File: config.mk
export PLATFORM = sky130hd
export DESIGN_NAME = serial_subtractor
export DESIGN_NICKNAME = d
export VERILOG_FILES = /design/src/rtl/serial_arith_pkg.sv /design/src/rtl/full_adder.sv /design/src/rtl/serial_subtractor.sv
export SDC_FILE = /design/constraint.sdc
export NUM_CORES = 1
export LEC_CHECK = 0
export CELL_PAD_IN_SITES_DETAIL_PLACEMENT = 1
export CELL_PAD_IN_SITES_GLOBAL_PLACEMENT = 2
export CORE_ASPECT_RATIO = 0.7
export CORE_UTILIZATION = 34
export DETAILED_ROUTE_END_ITERATION = 10
export PLACE_DENSITY = 0.83
export SLEW_MARGIN = 20
export SYNTH_ARGS = -nofsm -noshare
export SYNTH_HDL_FRONTEND = slang
export SYNTH_SLANG_ARGS = --single-unit
File: constraint.sdc
create_clock -name Clk -period 1.6 [get_ports Clk]
set_input_delay 0.32 -clock Clk [delete_from_list [all_inputs] [get_ports Clk]]
set_output_delay 0.32 -clock Clk [all_outputs]
set_load 0.05 [all_outputs]
File: src/rtl/serial_arith_pkg.sv
`default_nettype none
// +----------------------------------------------------------------------+
// | serial_arith_pkg                                                     |
// | Shared constants and FSM state encoding for the serial arithmetic    |
// | blocks.                                                              |
// | Revision: 1.0                                                        |
// +----------------------------------------------------------------------+
package serial_arith_pkg;

    localparam int c_DEFAULT_WIDTH = 16;

    typedef enum logic [1:0] {
        ST_IDLE = 2'd0,
        ST_RUN  = 2'd1,
        ST_DONE = 2'd2
    } serial_state_t;

endpackage : serial_arith_pkg
`default_nettype wire

File: src/rtl/full_adder.sv
`default_nettype none
// +----------------------------------------------------------------------+
// | full_adder                                                           |
// | Single-bit combinational full adder cell.                            |
// | Revision: 1.0                                                        |
// +----------------------------------------------------------------------+
module full_adder (
    input  logic X,
    input  logic Y,
    input  logic Cin,
    output logic Sum,
    output logic Cout
);

    logic w_xy;

    assign w_xy = X ^ Y;
    assign Sum  = w_xy ^ Cin;
    assign Cout = (X & Y) | (Cin & w_xy);

endmodule : full_adder
`default_nettype wire

File: src/rtl/serial_subtractor.sv
`default_nettype none
// +----------------------------------------------------------------------+
// | serial_subtractor                                                    |
// | Bit-serial A-B (as A + ~B + 1), LSB first, with unsigned borrow and  |
// | signed overflow flags.                                               |
// | Revision: 1.0                                                        |
// +----------------------------------------------------------------------+
module serial_subtractor
    import serial_arith_pkg::*;
#(
    parameter int WIDTH = c_DEFAULT_WIDTH
) (
    input  logic             Clk,
    input  logic             Rst_n,
    input  logic             Start,
    input  logic [WIDTH-1:0] A,
    input  logic [WIDTH-1:0] B,
    output logic             Busy,
    output logic             Done,
    output logic [WIDTH-1:0] Diff,
    output logic             Bout,
    output logic             Ovf
);

    localparam int              c_CW   = $clog2(WIDTH) + 1;
    localparam logic [c_CW-1:0] c_LAST = c_CW'(WIDTH - 1);
    localparam logic [c_CW-1:0] c_ONE  = c_CW'(1);

    serial_state_t    r_state;
    logic [WIDTH-1:0] r_a;
    logic [WIDTH-1:0] r_b;
    logic [WIDTH-1:0] r_res;
    logic [c_CW-1:0]  r_cnt;
    logic             r_carry;
    logic             r_cin_msb;

    logic             w_b_inv;
    logic             w_sum;
    logic             w_cout;

    assign w_b_inv = ~r_b[0];

    full_adder u_cell (
        .X    (r_a[0]),
        .Y    (w_b_inv),
        .Cin  (r_carry),
        .Sum  (w_sum),
        .Cout (w_cout)
    );

    always_ff @(posedge Clk or negedge Rst_n) begin
        if (!Rst_n) begin
            r_state   <= ST_IDLE;
            r_a       <= '0;
            r_b       <= '0;
            r_res     <= '0;
            r_cnt     <= '0;
            r_carry   <= 1'b0;
            r_cin_msb <= 1'b0;
            Busy      <= 1'b0;
            Done      <= 1'b0;
            Diff      <= '0;
            Bout      <= 1'b0;
            Ovf       <= 1'b0;
        end else begin
            Done <= 1'b0;
            case (r_state)
                ST_IDLE: begin
                    if (Start) begin
                        r_a     <= A;
                        r_b     <= B;
                        r_res   <= '0;
                        r_cnt   <= '0;
                        r_carry <= 1'b1;
                        Busy    <= 1'b1;
                        r_state <= ST_RUN;
                    end
                end
                ST_RUN: begin
                    r_a     <= r_a >> 1;
                    r_b     <= r_b >> 1;
                    r_res   <= {w_sum, r_res[WIDTH-1:1]};
                    r_carry <= w_cout;
                    r_cnt   <= r_cnt + c_ONE;
                    // On the MSB cycle the current carry is the carry into the sign bit.
                    if (r_cnt == c_LAST) begin
                        r_cin_msb <= r_carry;
                        r_state   <= ST_DONE;
                    end
                end
                ST_DONE: begin
                    Done    <= 1'b1;
                    Diff    <= r_res;
                    Bout    <= ~r_carry;
                    Ovf     <= r_cin_msb ^ r_carry;
                    Busy    <= 1'b0;
                    r_state <= ST_IDLE;
                end
                default: begin
                    r_state <= ST_IDLE;
                end
            endcase
        end
    end

endmodule : serial_subtractor
`default_nettype wire

==> flow_metrics.env, run 1 <==
export IMPL_status="finished clean"
export IMPL_die_area_um2=9800
export IMPL_clk_latency_ps=340
export IMPL_drive_above_1_share=0.232
export IMPL_cts_buffers=9
export IMPL_required_ps=1810
export IMPL_place_inst=451
export IMPL_grt_max_degree=34
export IMPL_synthToLayoutAreaGrowth_pct=36.5
export IMPL_cts_root_buf="clkbuf_16"
export IMPL_hold_path_class="input port to asynchronous set/reset pin"
export IMPL_antenna_found_initial=0
export IMPL_cts_tree="done"
export IMPL_drt_first_pass_iters=4
export IMPL_die_h_um=83.1
export IMPL_critPathMaxFanout=2
export IMPL_post_drt_via_cell_ratio=5.08
export IMPL_async_reset_ff_frac=1.00
export IMPL_arrival_ps=1740
export IMPL_worstMarginPinSlew_ps=458
export IMPL_synth_seq_cells=77
export IMPL_reg2reg_depth=5
export IMPL_yosys_cell_types_count=31
export IMPL_dp_hpwl_um=5330
export IMPL_ant_nets=0
export IMPL_io_pins=55
export IMPL_fin_worst_skew_ps=5.66
export IMPL_reg2reg_to="r_cin_msb"
export IMPL_path_clk_slew_ps=60
export IMPL_fp_dieW_um=118
export IMPL_synthesis_area_um2=3200
export IMPL_ys_seq_area_frac=0.603
export IMPL_cts_sinks=77
export IMPL_cap_violations=0
export IMPL_grt_overflow=0
export IMPL_postPlaceCellArea_um2=4010
export IMPL_fin_area_um2=4360
export IMPL_leakagePower_nw=1.99
export IMPL_synth_edf_count=0
export IMPL_postSynthCellCount=273
export IMPL_drcViolationCount=0
export IMPL_grt_pass1_wl_um=13200
export IMPL_fin_nets=378
export IMPL_finalCritPeriodShare=0.953
export IMPL_slew_headroom=0.695
export IMPL_layout_commonest_cell="dfrtp_1"
export IMPL_synthFlopType="dfrtp_1"
export IMPL_ir_drop_mv=0.633
export IMPL_slew_viol_final=0
export IMPL_antennaDiodeCount=0
export IMPL_p_per_area_nw_per_um2=1940
export IMPL_io_buffer_count=54
export IMPL_layout_common_cells="dfrtp_1 (77), o21ai_0 (34), buf_4 (34)"
export IMPL_critical_path_class="register to register"
export IMPL_final_cells=469
export IMPL_r2r_slack_ps=70
export IMPL_totalWireLength_um=7740
export IMPL_max_freq_mhz=656
export IMPL_avgSynthCellArea_um2=11.7
export IMPL_ys_warn_count=0
export IMPL_post_route_min_period_ps=1530
export IMPL_finalPower_mw=8.44
export IMPL_worst_r2r_startpoint="r_cnt[1]"
export IMPL_clockBufferDepth=2
export IMPL_synthesis_nets=311
export IMPL_cp_end_kind="register"
export IMPL_std_cell_rows=29
export IMPL_start_kind="register"
export IMPL_hold_viol_final=0
export IMPL_core_area_um2=9110
export IMPL_via_count=2384
export IMPL_start_util=0.351
export IMPL_initialDrtViolationCount=156
export IMPL_routabilityCongestion=0.716
export IMPL_wire_per_inst_um=16.5
export IMPL_h_tree_depth=3
export IMPL_setup_violations_final=0
export IMPL_grt_total_usage=0.174
export IMPL_grt_pass1_vias=2520
[worst max-delay path: stages, from the launching register on]
cell and delay, ps:
dfrtp_1 370, ha_1 190, and3_1 180, ha_2 190, and2_4 140, mux2_2 330
[cells in the mapped netlist, types with 2 or more instances]
library cell / instances / area, µm²
nor2_1: 4 / 15.0
mux2_2: 17 / 191
dfrtp_1: 77 / 1930
nor2b_1: 11 / 68.8
buf_2: 14 / 70.1
inv_1: 4 / 15.0
a22oi_1: 30 / 225
buf_4: 3 / 22.5
clkbuf_1: 4 / 15.0
a21oi_1: 11 / 55.1
nand2b_1: 2 / 12.5
o21ai_0: 34 / 170
nand2_1: 26 / 97.6
a22o_1: 17 / 149
o21ai_1: 2 / 10.0
ha_1: 2 / 25.0
[cell type report]
cell class              instances  area, µm²
clock buffers                  11        253
clock inverters                 5       81.3
fillers                       963       4750
inverters                       4       15.0
multi-input cells             171       1150
flip-flops and latches         77       1930
well taps                     124        155
repair buffers                 77        776
[how the worst max path moves through the flow]
stage	slack [ps]	end	depth (start not counted)	startpoint
detailed placement	-70	r_a[4]	5	Start
floorplan	120	r_cin_msb	5	r_cnt[0]
global placement	-20	r_a[4]	5	Start
CTS	30	r_cin_msb	5	r_cnt[0]
global route	-4	r_cin_msb	5	r_cnt[1]
finish	70	r_cin_msb	5	r_cnt[1]
[repair_timing]
item                                    CTS  global route
gates resized for setup                   0             2
buffers inserted                          0             1
hold endpoints to repair                 30             0
hold buffers                              1             0
endpoints found under the setup margin    0             1
[through the flow]
stage	util	hold slack, ps	setup WS (ps)	TNS (ps)
4_1_cts	0.478	485	33.5	0
2_1_floorplan	-	24.4	117	0
6_report	0.479	477	74.8	0
3_5_place_dp	0.440	303	-70.7	-112
5_1_grt	0.479	507	-4.03	-4.03
3_3_place_gp	0.440	307	-22.9	-22.9
[kinds of logic after synthesis]
logic type               Yosys count  synth area share
adder cells (fa/ha/maj)            3            0.0141
buffers and inverters             25            0.0384
AO/OA/AOI/OAI                    101             0.208
XOR/XNOR                           1           0.00274
multiplexers                      17            0.0599
AND/OR/NAND/NOR                   49            0.0736
flip-flops                        77             0.603
[routing by layer]
layer,up-vias,GRT usage,share of wire
li1,1122,-,-
met1,1191,0.253,0.50
met2,59,0.244,0.43
met3,12,0.0529,0.045
met4,0,0.0629,0.016
met5,-,0,0
[report_power, final]
part	switching (mW)	internal [mW]	total [mW]	leakage [nW]
clock	0.791	1.45	2.24	0.162
sequential	0.531	2.66	3.20	1.01
combinational	1.64	1.36	3.00	0.817
total	2.96	5.48	8.44	1.99
[flip-flops by register name, indices dropped and copies added, names as in the netlist]
signal and count:
r_cnt 5, Ovf 1, r_carry 1, r_b 16, Bout 1, r_cin_msb 1
r_res 16, Busy 1, Diff 16, Done 1, r_state 2, r_a 16
No activity file was read; power rests on OpenSTA's default activity.
==> inputs of run 2 (changes only) <==
- CAP_MARGIN: default -> 20
==> results of run 2 <==
Same layout as run 1: the final DEF is identical, and so are final timing and power.
==> inputs of run 3 (changes only) <==
- HOLD_SLACK_MARGIN: default -> 0.06
==> results of run 3 <==
Same layout as run 1: the final DEF is identical, and so are final timing and power.
